**config.mk**
```make
export PLATFORM = sky130hd
export DESIGN_NAME = subleq_mem_arbiter
export DESIGN_NICKNAME = d
export VERILOG_FILES = /design/src/rtl/subleq_mem_arbiter_pkg.sv /design/src/rtl/subleq_arb_mux.sv /design/src/rtl/subleq_mem_arbiter.sv
export SDC_FILE = /design/constraint.sdc
export NUM_CORES = 1
export LEC_CHECK = 0
export ABC_AREA = 0
export CAP_MARGIN = 5
export CORE_MARGIN = 4
export CORE_UTILIZATION = 23
export DETAILED_ROUTE_END_ITERATION = 10
export MAX_ROUTING_LAYER = met4
export PLACE_DENSITY = 0.89
export SETUP_SLACK_MARGIN = 0.1
export SYNTH_ARGS = -nofsm -noshare
export SYNTH_HDL_FRONTEND = slang
export SYNTH_HIERARCHICAL = 1
export SYNTH_SLANG_ARGS = --single-unit
```
**constraint.sdc**
```tcl
create_clock -name clk -period 1.52 [get_ports clk]
set_input_delay 0.228 -clock clk [delete_from_list [all_inputs] [get_ports clk]]
set_output_delay 0.228 -clock clk [all_outputs]
set_load 0.01 [all_outputs]
```
**src/rtl/subleq_mem_arbiter_pkg.sv**
```systemverilog
// Shared encodings for the subleq memory-port arbiter: FSM states and master ids.
package subleq_mem_arbiter_pkg;

  localparam int unsigned WordSize = 16;

  typedef enum logic [1:0] {
    ArbIdle = 2'd0,
    ArbBusy = 2'd1,
    ArbDone = 2'd2,
    ArbHold = 2'd3
  } arb_state_e;

  localparam logic ArbMCpu = 1'b0;
  localparam logic ArbMLdr = 1'b1;

endpackage

```
**src/rtl/subleq_arb_mux.sv**
```systemverilog
// Combinational master select for the arbiter: forwards the granted master's strobes, address and
// write data to memory and steers mem_ack back to that master only.
module subleq_arb_mux
  import subleq_mem_arbiter_pkg::*;
#(
  parameter int unsigned W = WordSize
) (
  input  logic         g_i,
  input  logic         active_i,
  input  logic         cpu_load_i,
  input  logic         cpu_store_i,
  input  logic [W-1:0] cpu_addr_i,
  input  logic [W-1:0] cpu_wdata_i,
  input  logic         ldr_load_i,
  input  logic         ldr_store_i,
  input  logic [W-1:0] ldr_addr_i,
  input  logic [W-1:0] ldr_wdata_i,
  input  logic         mem_ack_i,
  output logic         mem_load_o,
  output logic         mem_store_o,
  output logic [W-1:0] mem_addr_o,
  output logic [W-1:0] mem_wdata_o,
  output logic         cpu_ack_o,
  output logic         ldr_ack_o
);

  always_comb begin
    mem_load_o  = 1'b0;
    mem_store_o = 1'b0;
    mem_addr_o  = '0;
    mem_wdata_o = '0;
    cpu_ack_o   = 1'b0;
    ldr_ack_o   = 1'b0;
    if (active_i) begin
      if (g_i == ArbMLdr) begin
        mem_load_o  = ldr_load_i;
        mem_store_o = ldr_store_i;
        mem_addr_o  = ldr_addr_i;
        mem_wdata_o = ldr_wdata_i;
        ldr_ack_o   = mem_ack_i;
      end else begin
        mem_load_o  = cpu_load_i;
        mem_store_o = cpu_store_i;
        mem_addr_o  = cpu_addr_i;
        mem_wdata_o = cpu_wdata_i;
        cpu_ack_o   = mem_ack_i;
      end
    end
  end

endmodule

```
**src/rtl/subleq_mem_arbiter.sv**
```systemverilog
// Two-master (CPU / loader) arbiter for the single subleq memory port with loader bus locking.
// Define ARB_ROUND_ROBIN_EN for round-robin tie breaking; default is fixed loader-first priority.
module subleq_mem_arbiter
  import subleq_mem_arbiter_pkg::*;
#(
  parameter int unsigned W            = WordSize,
  parameter int unsigned LOCK_TIMEOUT = 0,
  parameter int unsigned TW           = 16
) (
  input  logic         clk,
  input  logic         areset,
  input  logic         cpu_req,
  output logic         cpu_ack,
  input  logic         cpu_load,
  input  logic         cpu_store,
  input  logic [W-1:0] cpu_addr,
  input  logic [W-1:0] cpu_wdata,
  output logic [W-1:0] cpu_rdata,
  input  logic         ldr_req,
  output logic         ldr_ack,
  input  logic         ldr_load,
  input  logic         ldr_store,
  input  logic [W-1:0] ldr_addr,
  input  logic [W-1:0] ldr_wdata,
  output logic [W-1:0] ldr_rdata,
  input  logic         ldr_lock,
  output logic         mem_req,
  input  logic         mem_ack,
  output logic         mem_load,
  output logic         mem_store,
  output logic [W-1:0] mem_addr,
  output logic [W-1:0] mem_wdata,
  input  logic [W-1:0] mem_rdata,
  output logic         gnt_cpu,
  output logic         gnt_ldr
);

  arb_state_e    state_q, state_d;
  logic          g_q, g_d;
  logic [TW-1:0] cnt_q, cnt_d;
  logic [31:0]   cnt_inc;
  logic          req_g;
  logic          active;
  logic          timeout;

`ifdef ARB_ROUND_ROBIN_EN
  logic rr_q, rr_d;
`endif

  assign req_g   = (g_q == ArbMLdr) ? ldr_req : cpu_req;
  assign active  = (state_q == ArbBusy) || (state_q == ArbDone);
  assign cnt_inc = 32'(cnt_q) + 32'd1;

  always_comb begin
    state_d = state_q;
    g_d     = g_q;
    cnt_d   = cnt_q;
    mem_req = 1'b0;
    timeout = 1'b0;
`ifdef ARB_ROUND_ROBIN_EN
    rr_d    = rr_q;
`endif
    unique case (state_q)
      ArbIdle: begin
        if (cpu_req || ldr_req) begin
`ifdef ARB_ROUND_ROBIN_EN
          g_d = (cpu_req && ldr_req) ? ~rr_q : ldr_req;
`else
          g_d = ldr_req ? ArbMLdr : ArbMCpu;
`endif
          state_d = ArbBusy;
        end
      end
      ArbBusy: begin
        // A master dropping req before ack is forwarded as-is; only mem_ack advances the FSM.
        mem_req = req_g;
        if (mem_ack) state_d = ArbDone;
      end
      ArbDone: begin
        mem_req = req_g;
        if (!req_g && !mem_ack) begin
          if ((g_q == ArbMLdr) && ldr_lock) begin
            state_d = ArbHold;
            cnt_d   = '0;
          end else begin
            state_d = ArbIdle;
          end
        end
      end
      ArbHold: begin
        if (cpu_req && (cnt_q != '1)) cnt_d = cnt_q + 1'b1;
        timeout = (LOCK_TIMEOUT != 0) && cpu_req && (cnt_inc == LOCK_TIMEOUT);
        if (ldr_req) begin
          state_d = ArbBusy;
          g_d     = ArbMLdr;
        end else if (!ldr_lock || timeout) begin
          state_d = ArbIdle;
        end
      end
      default: state_d = ArbIdle;
    endcase
`ifdef ARB_ROUND_ROBIN_EN
    if ((state_d == ArbBusy) && (state_q != ArbBusy)) rr_d = g_d;
`endif
  end

  always_ff @(posedge clk) begin
    if (areset) begin
      state_q <= ArbIdle;
      g_q     <= ArbMCpu;
      cnt_q   <= '0;
    end else begin
      state_q <= state_d;
      g_q     <= g_d;
      cnt_q   <= cnt_d;
    end
  end

`ifdef ARB_ROUND_ROBIN_EN
  always_ff @(posedge clk) begin
    if (areset) rr_q <= 1'b0;
    else        rr_q <= rr_d;
  end
`endif

  subleq_arb_mux #(
    .W(W)
  ) u_mux (
    .g_i        (g_q),
    .active_i   (active),
    .cpu_load_i (cpu_load),
    .cpu_store_i(cpu_store),
    .cpu_addr_i (cpu_addr),
    .cpu_wdata_i(cpu_wdata),
    .ldr_load_i (ldr_load),
    .ldr_store_i(ldr_store),
    .ldr_addr_i (ldr_addr),
    .ldr_wdata_i(ldr_wdata),
    .mem_ack_i  (mem_ack),
    .mem_load_o (mem_load),
    .mem_store_o(mem_store),
    .mem_addr_o (mem_addr),
    .mem_wdata_o(mem_wdata),
    .cpu_ack_o  (cpu_ack),
    .ldr_ack_o  (ldr_ack)
  );

  assign cpu_rdata = mem_rdata;
  assign ldr_rdata = mem_rdata;
  assign gnt_cpu   = (state_q != ArbIdle) && (g_q == ArbMCpu);
  assign gnt_ldr   = (state_q != ArbIdle) && (g_q == ArbMLdr);

endmodule

```
## Word level (Yosys, flattened, before mapping)

Cells that the tools add are included.

| cells by class | value |
|---|---|
| muxes and demuxes | 25 |
| equal/unequal tests | 8 |
| $lt $le $gt $ge | 0 |
| multiply operators | 0 |
| add/sub/neg operators | 0 |
| reduce and logical (&&, ||, !) cells | 14 |
| bitwise operators | 1 |
| shift-type cells | 0 |
| divide/modulo/power cells | 0 |

Operator list:

| operator | number |
|---|---|
| 2-to-1 mux 16 bit | 4 |
| 2-to-1 mux 1 bit | 13 |
| 2-to-1 mux 2 bit | 6 |
| case mux 2 bit (4 select lines) | 1 |
| inequality test 2 bit (second input constant) | 3 |
| equality test 2 bit (second input constant) | 2 |
| logical AND 1 bit | 4 |
| AND reduction 4 bit | 1 |
| nonzero test 2 bit | 2 |
| inequality test 3 bit (second input constant) | 1 |
| AND reduction 3 bit | 1 |
| equality test 2 x 1 -> 1 bit (second input constant) | 1 |
| logical NOT 1 bit | 2 |
| logical NOT 2 bit | 1 |
| logical OR 1 bit | 2 |
| inequality test 2 x 1 -> 1 bit (second input constant) | 1 |
| case mux 1 bit (2 select lines) | 1 |
| OR reduction 2 bit | 1 |
| NOT 1 bit | 1 |

| storage, ports and cells | value |
|---|---|
| output and inout bits | 71 |
| flip-flop bits (word level) | 3 |
| word-level logic and storage cells | 50 |
| memories | 0 |
| latch bits | 0 |
| bits in writable memories | 0 |
| input port bits | 90 |
| bits in read-only memories | 0 |

## Logic depth before layout (Yosys ltp)

Gate-level depths: netlist of run 1.

| logic depth | value |
|---|---|
| word-level depth | 5 |
| mapped depth | 6 |
| depth with buffers taken out | 6 |

## Hierarchy

Netlist of run 1, hierarchy kept.

By module, submodules not included:

| module | area each (µm²) | instances | cells each |
|---|---|---|---|
| subleq_arb_mux | 649.4 | 1 | 78 |
| subleq_mem_arbiter | 534.3 | 1 | 64 |

## Worst setup path after synthesis of run 1

No wires, ideal clock.

| timing | value |
|---|---|
| kind | register to output |
| start | register state_q[1] |
| end | output mem_addr[10] |
| arrival | 1,270 ps |
| data required time | 1,292 ps |
| slack | 22 ps |
| path buffers | 1 |
| cell stages (with the launch flop) | 5 |
| cells stage by stage | dfxtp_1 -> inv_1 -> ha_1 -> clkbuf_1 -> nor2b_1 |

| between the ends | value |
|---|---|
| word-level cells in the longest chain between the ends | 3 |
| elaborated cells between the ends (all ways) | 4 |
| those cells by class | 2 x eq/ne; 1 x mux; 1 x reduce/logical |

Ends and longest elaborated chain:

| what | RTL line | text |
|---|---|---|
| start, declared | subleq_mem_arbiter.sv:38 | `arb_state_e state_q, state_d;` |
| start signal, assigned | subleq_mem_arbiter.sv:109 | `state_q <= ArbIdle;` |
| start signal, assigned | subleq_mem_arbiter.sv:113 | `state_q <= state_d;` |
| equality test 2 x 1 -> 1 bit or equality test 2 bit (tied branches) | - |  |
| logical OR 1 bit (*) | subleq_mem_arbiter.sv:51 | `assign active = (state_q == ArbBusy) \|\| (state_q == ArbDone);` |
| net active | subleq_mem_arbiter.sv:43 | `logic active;` |
| 2-to-1 mux 16 bit (*) | subleq_arb_mux.sv:34 | `if (active_i) begin` |
| end, declared | subleq_mem_arbiter.sv:31 | `output logic [W-1:0] mem_addr,` |

Mark *: on every way through the listed nets, which the timed path passes. The rest lies on a longest branch.

## Worst setup path in the final report of run 1

| timing | value |
|---|---|
| start | register state_q[1] |
| end | output mem_wdata[15] |

| between the ends | value |
|---|---|
| word-level cells in the longest chain between the ends | 3 |
| elaborated cells between the ends (all ways) | 4 |
| those cells by class | 2 x eq/ne; 1 x mux; 1 x reduce/logical |

Ends and longest elaborated chain:

| what | RTL line | text |
|---|---|---|
| equality test 2 x 1 -> 1 bit or equality test 2 bit (tied branches) | - |  |
| logical OR 1 bit (*) | subleq_mem_arbiter.sv:51 |  |
| net active | subleq_mem_arbiter.sv:43 |  |
| 2-to-1 mux 16 bit (*) | subleq_arb_mux.sv:34 |  |
| end, declared | subleq_mem_arbiter.sv:32 | `output logic [W-1:0] mem_wdata,` |

Marked as above.

==> impl_metrics.toml, run 1 <==
[synth]
ys.flop_type = "dfxtp_1"
synth_nets = 237
syn-cell-area_sq_um = 1180
synth.area.top_cells = "mux2i_1 29%, buf_4 20%, nor2b_1 18%"
synth-seq-area-share = 0.0507
synthMuxAreaShare = 0.310
yosysTopAreaCellShare = 0.288
yosysMostFrequentCell = "nor2b_1"
synthXorXnorAreaFrac = 0
ys_ff_latch = 3
synth_compound_area_frac = 0.0645
synth_top_family_by_area = "multiplexers"
synthTopCellsByCount = "35 x nor2b_1, 34 x mux2i_1, 32 x buf_4"
synth_top_area_cell = "mux2i_1"
async_reset_ff_frac = 0
synth_cells = 142
yosys.area_share.simple = 0.237
ys_types = 25
ys_warn_count = 6
avgSynthCellArea_sq_um = 8.34
synth_fa_ha_area_frac = 0.0529
synth_enable_flop_cells = 0

[timing]
skew_ns = 0.00853
max_slew_margin = 0.827
fin_hold_ws_ns = 0.456
fin_crit_ns = 1.53
final-setup-viol-count = 10
rsz0062_at_grt = "true"
maxSlewViolCount = 0
hold_viol = 0
worst-slew-pin-transition_ns = 0.253
finalCritPeriodShare = 1.01
max_freq_mhz = 653
layout_setup_ws_ns = -0.0116

[critical_path]
worstReg2RegStart = "state_q[1]"
startpoint = "state_q[1]"
startpoint_type = "flip-flop"
crit_required_ns = 1.29
worstPathArrival_ns = 1.30
end_kind = "output pin"
path_max_fanout = 21
critPathKind = "reg2out"

[floorplan]
rows = 25
die_height_microns = 79.7
core_sq_um = 4850
fp.dieArea_sq_um = 6360
start_util = 0.244
io_pins = 161
die_w_microns = 79.7

[placed_design]
placed_area_sq_um = 2290
gp_congestion = 0.795
portBuffers = 112
placed_cells = 295
dp_hpwl_microns = 3380

[run]
cap_viol_max_count = 0

[power]
leakage_nw = 1.02
power_w = 0.00361
vdd_drop_max_mv = 1.14
power.density_nw_per_um2 = 1490

[global_routing]
grt_overflow = 0
grt_pass1_wl_microns = 6580
grt_antenna_before_repair = 0
grt_max_degree = 22
track_usage = 0.135
grt_pass1_vias = 1432

[detailed_routing]
wire_per_inst_microns = 14.8
vias_per_cell = 4.32
drc = 0
detail-route-antenna-nets = 0
drtPass1Iterations = 4
drt-initial-drc-count = 9
num_vias = 1336
totalWireLength_microns = 4560

[layout]
drive_gt1_frac = 0.508
syn2layout_area_growth_pct = 105
multi_input_area_sq_um = 976
fillers = 473
antennaDiodeCount = 0
layout.nets = 338
seq_area_sq_um = 66.3
fin_area_sq_um = 2430
layoutNonFillerInstCount = 309
post-route-util = 0.501

[clock_network]
cts_sinks = 3
cts-buffers-inserted = 3
tritoncts = "built"
insertion_delay_ns = 0.23
clk_pin_slew_worst_paths_ns = 0.04
htreeDepth = 1
clockBufferDepth = 2
cts_root_buffer = "clkbuf_8"

[status]
status = "finished, violations left"
violations = "setup timing"

[worst_hold_path]
hp-start = "mem_rdata[13]"
hp-class = "in2out"
-- timing repair --
action / CTS / global route
hold buffers: 0 / 0
pin swaps: 4 / 2
gates cloned: 3 / 0
buffers inserted: 6 / 1
resized for setup: 169 / 18
setup endpoints to repair: 41 / 41
-- where the power goes --
part	internal [W]	leakage [nW]	switching, W
clock	0.000180	0.0228	0.0000696
combinational	0.00188	0.970	0.00133
sequential	0.000120	0.0261	0.0000330
-- metrics by stage --
| stage | worst slack (ns) | setup TNS, ns |
|---|---|---|
| after global routing | -0.0644 | -1.64 |
| after detailed placement | -0.271 | -9.61 |
| after floorplan | 0.129 | 0 |
| after CTS | -0.0197 | -0.195 |
| final | -0.0116 | -0.0372 |
| after global placement | -0.269 | -8.95 |
-- flip-flops by register name, summed over array words and instances, names as in the netlist --
signal	count
state_q	2
g_q	1
-- cell type report --
class                   instances  area share
clock buffers                   4      0.0186
inverters                       4     0.00619
multi-input cells              96       0.402
flip-flops and latches          3      0.0273
well taps                      67      0.0345
repair buffers                135       0.511
-- routing by layer --
metal / vias to the layer above / share of wire / global-route usage
li1: 647 / - / -
met1: 596 / 0.31 / 0.119
met2: 71 / 0.54 / 0.256
met3: 22 / 0.12 / 0.0293
met4: 0 / 0.036 / 0.0861
met5: - / 0 / -
-- worst max-delay path: stages (launching register included) --
cell and delay [ns]:
dfxtp_2 0.32, inv_2 0.05, ha_4 0.29, buf_12 0.14, nor2b_1 0.13, buf_2 0.14
-- kinds of logic after synthesis --
logic type,count (synthesis)
AND/OR/NAND/NOR,46
multiplexers,36
flip-flops,3
buffers and inverters,43
adder cells (fa/ha/maj),5
AO/OA/AOI/OAI,9
-- placed cells by master (no fill, tap or decap), types with 3 or more instances in the layout --
cell type / netlist / layout
buf_4: 32 / 13
mux2i_2: 0 / 9
nor2b_4: 0 / 3
nor2b_1: 35 / 3
nor2_1: 3 / 3
mux2i_1: 34 / 23
clkdlybuf4s50_1: 0 / 73
nor2b_2: 0 / 29
buf_6: 1 / 4
buf_12: 3 / 5
a21oi_1: 3 / 3
buf_16: 0 / 3
clkbuf_8: 0 / 3
buf_2: 0 / 36
-- path summary, 6_finish.rpt --
check                                      to  slack [ns]  cells after the start
worst max-delay path            mem_wdata[15]       -0.01                      5
worst min-delay path            cpu_rdata[13]        0.46                      0
worst max register to register     state_q[0]        0.03                      8
worst min register to register     state_q[1]        0.69                      3
(Power assumes the default switching activity.)
==> run 2: changes to the inputs <==
--- a/config.mk
+++ b/config.mk
@@ -7,13 +7,13 @@
 export LEC_CHECK = 0
 export ABC_AREA = 0
 export CAP_MARGIN = 5
+export CORE_ASPECT_RATIO = 0.9
 export CORE_MARGIN = 4
-export CORE_UTILIZATION = 23
+export CORE_UTILIZATION = 22
 export DETAILED_ROUTE_END_ITERATION = 10
 export MAX_ROUTING_LAYER = met4
 export PLACE_DENSITY = 0.89
 export SETUP_SLACK_MARGIN = 0.1
 export SYNTH_ARGS = -nofsm -noshare
 export SYNTH_HDL_FRONTEND = slang
-export SYNTH_HIERARCHICAL = 1
 export SYNTH_SLANG_ARGS = --single-unit
==> impl_metrics.toml, run 2 <==
[status]
status = "finished, violations left"
violations = "setup timing"

[clock_network]
insertion_delay_ns = 0.22
cts_sinks = 3
clockBufferDepth = 2
cts_root_buffer = "clkbuf_8"
clk_pin_slew_worst_paths_ns = 0.04
htreeDepth = 1
tritoncts = "built"
post_cts_hold_buffer_count = 0
cts-buffers-inserted = 3

[synth]
ys.flop_type = "dfxtp_1"
yosysTopAreaCellShare = 0.305
synth_nets = 236
synth_cells = 141
synth_top_area_cell = "mux2i_1"
ys_warn_count = 0
synth_enable_flop_cells = 0
synthTopCellsByCount = "34 x mux2i_1, 34 x nor2b_1, 33 x buf_4"
async_reset_ff_frac = 0
avgSynthCellArea_sq_um = 7.92
synth.area.top_cells = "mux2i_1 30%, buf_4 22%, nor2b_1 19%"
syn-cell-area_sq_um = 1120
ys_types = 25
synth-seq-area-share = 0.0538
ys_ff_latch = 3

[timing]
max_slew_margin = 0.826
hold_viol = 0
fin_crit_ns = 1.59
max_freq_mhz = 629
final-setup-viol-count = 33
finalSetupTns_ns = -0.994
finalCritPeriodShare = 1.05
maxSlewViolCount = 0
layout_setup_ws_ns = -0.0688
worst-slew-pin-transition_ns = 0.254
skew_ns = 0.00592
rsz0062_at_grt = "true"

[layout]
drive_gt1_frac = 0.500
layout.nets = 338
fillers = 462
top_regs = "state_q: 2 flops, g_q: 1 flops"
fin_area_sq_um = 2550
antennaDiodeCount = 0
largest_reg_flops = 2
final_common_cell = "clkdlybuf4s50_1"
mostFrequentLayoutCells = "73 x clkdlybuf4s50_1, 23 x mux2i_1, 23 x buf_2"
regMostFlops = "state_q"
syn2layout_area_growth_pct = 128

[critical_path]
startpoint_type = "flip-flop"
crit_required_ns = 1.29
critPathMostFrequentCell = "buf_12"
cp_cell_sequence = "buf_12, buf_12, buf_4, mux2i_4, nor2b_4, buf_6"
slowest_stage = "dfxtp_4"
end_kind = "output pin"
worstPathArrival_ns = 1.36
critical_path_buf_inv_count = 4
crit_family = "buffers and inverters"
path_max_fanout = 5
critical-path-max-stage-delay_ns = 0.36
path_depth = 6
ff2ff_path_depth = 8
critPathKind = "reg2out"

[detailed_routing]
drtPass1Iterations = 4
num_vias = 1336
drc = 0
wire_per_inst_microns = 14.6
vias_per_cell = 4.35
drt-initial-drc-count = 29
detail-route-antenna-nets = 0
totalWireLength_microns = 4470

[placed_design]
gp_congestion = 0.759
dp_hpwl_microns = 3310
portBuffers = 112
placed_area_sq_um = 2270

[global_routing]
grt_pass1_vias = 1291
grt_pass1_wl_microns = 6210
grt_antenna_before_repair = 0
grt_max_degree = 23
track_usage = 0.127
grt_overflow = 0

[power]
p_sw_frac = 0.370
combPwrFrac = 0.905
power.density_nw_per_um2 = 1620
vdd_drop_max_mv = 0.763
leakage_nw = 1.07
power_frac_clock = 0.059
p_switching_w = 0.00153
p_int_w = 0.00260
seqPwrFrac = 0.036

[floorplan]
start_util = 0.228
fp.dieArea_sq_um = 6280
rows = 24
io_pins = 161
die_w_microns = 83.1
core_sq_um = 4890
die_height_microns = 75.6

[run]
cap_viol_max_count = 0

[worst_hold_path]
hold_depth = 0
hp-class = "in2out"
run 2: changes by cell type in the layout (fill, tap and decap cells not counted), sizes merged:
cell         before  now
and2b             0    1
and3              1    2
and4bb            1    0
dlygate4sd2       0    1
nand2             2    1
nor2              3    2
nor2b            35   34
nor4bb            0    1
run 2: area by class of cell:
cell class	count	area, sq um	area share
Clock buffer	4	45.0	0.0177
Tap cell	65	81.3	0.0319
Sequential cell	3	66.3	0.0260
Timing Repair Buffer	136	1300	0.509
Inverter	4	15.0	0.00589
Multi-Input combinational cell	95	1040	0.410
run 2: worst paths after layout:
check / from / end / slack (ns)
min reg2reg: state_q[0] / state_q[0] / 0.69
max reg2reg: state_q[1] / state_q[1] / -0.02
min: mem_rdata[8] / cpu_rdata[8] / 0.46
max: g_q / mem_wdata[9] / -0.07
run 2: through the flow:
stage	utilization	worst slack (ns)	power, W	hold WS [ns]	cells
final	0.521	-0.0688	0.00413	0.456	307
after global routing	0.521	-0.101	0.00439	0.456	307
after CTS	0.474	-0.0888	0.00352	0.456	304
after detailed placement	0.463	-0.278	0.00330	0.456	293
after global placement	0.463	-0.278	0.00323	0.456	293
after floorplan	-	0.130	0.00173	0.299	141
run 2: cells by family (layout without fill, tap and decap cells):
logic type	Yosys count	after routing	share of synthesized area
flops	3	3	0.0538
buf+inv	43	144	0.259
fa+ha+maj	5	5	0.0560
simple gates	45	45	0.249
compound gates	9	9	0.0582
mux	36	36	0.325
run 2: power by group through the flow:
stage               Sequential [W]  Clock (W)  Combinational, W
floorplan                 0.000146          0           0.00159
global placement          0.000147          0           0.00308
detailed placement        0.000150          0           0.00315
CTS                       0.000150   0.000246           0.00313
global route              0.000151   0.000255           0.00399
finish                    0.000150   0.000242           0.00374
run 2: metal layers:
metal	vias to the layer above	global-route usage	share of wire
met2	73	0.236	0.54
met5	-	-	0
li1	647	-	-
met4	0	0.0436	0.0096
met3	6	0.0422	0.076
met1	610	0.128	0.37
run 2: timing repair:
action	4_1_cts	5_1_grt
gates resized for setup	176	38
cloned	0	2
setup endpoints to repair	41	39
pin swaps	4	3
buffers inserted	7	2
run 2: worst reg2reg max path, stage by stage, from the launching register on:
cell	delay, ns
dfxtp_2	0.32
inv_2	0.05
buf_4	0.13
ha_2	0.15
and2b_1	0.15
a311oi_2	0.25
buf_4	0.17
buf_4	0.10
a311oi_1	0.08
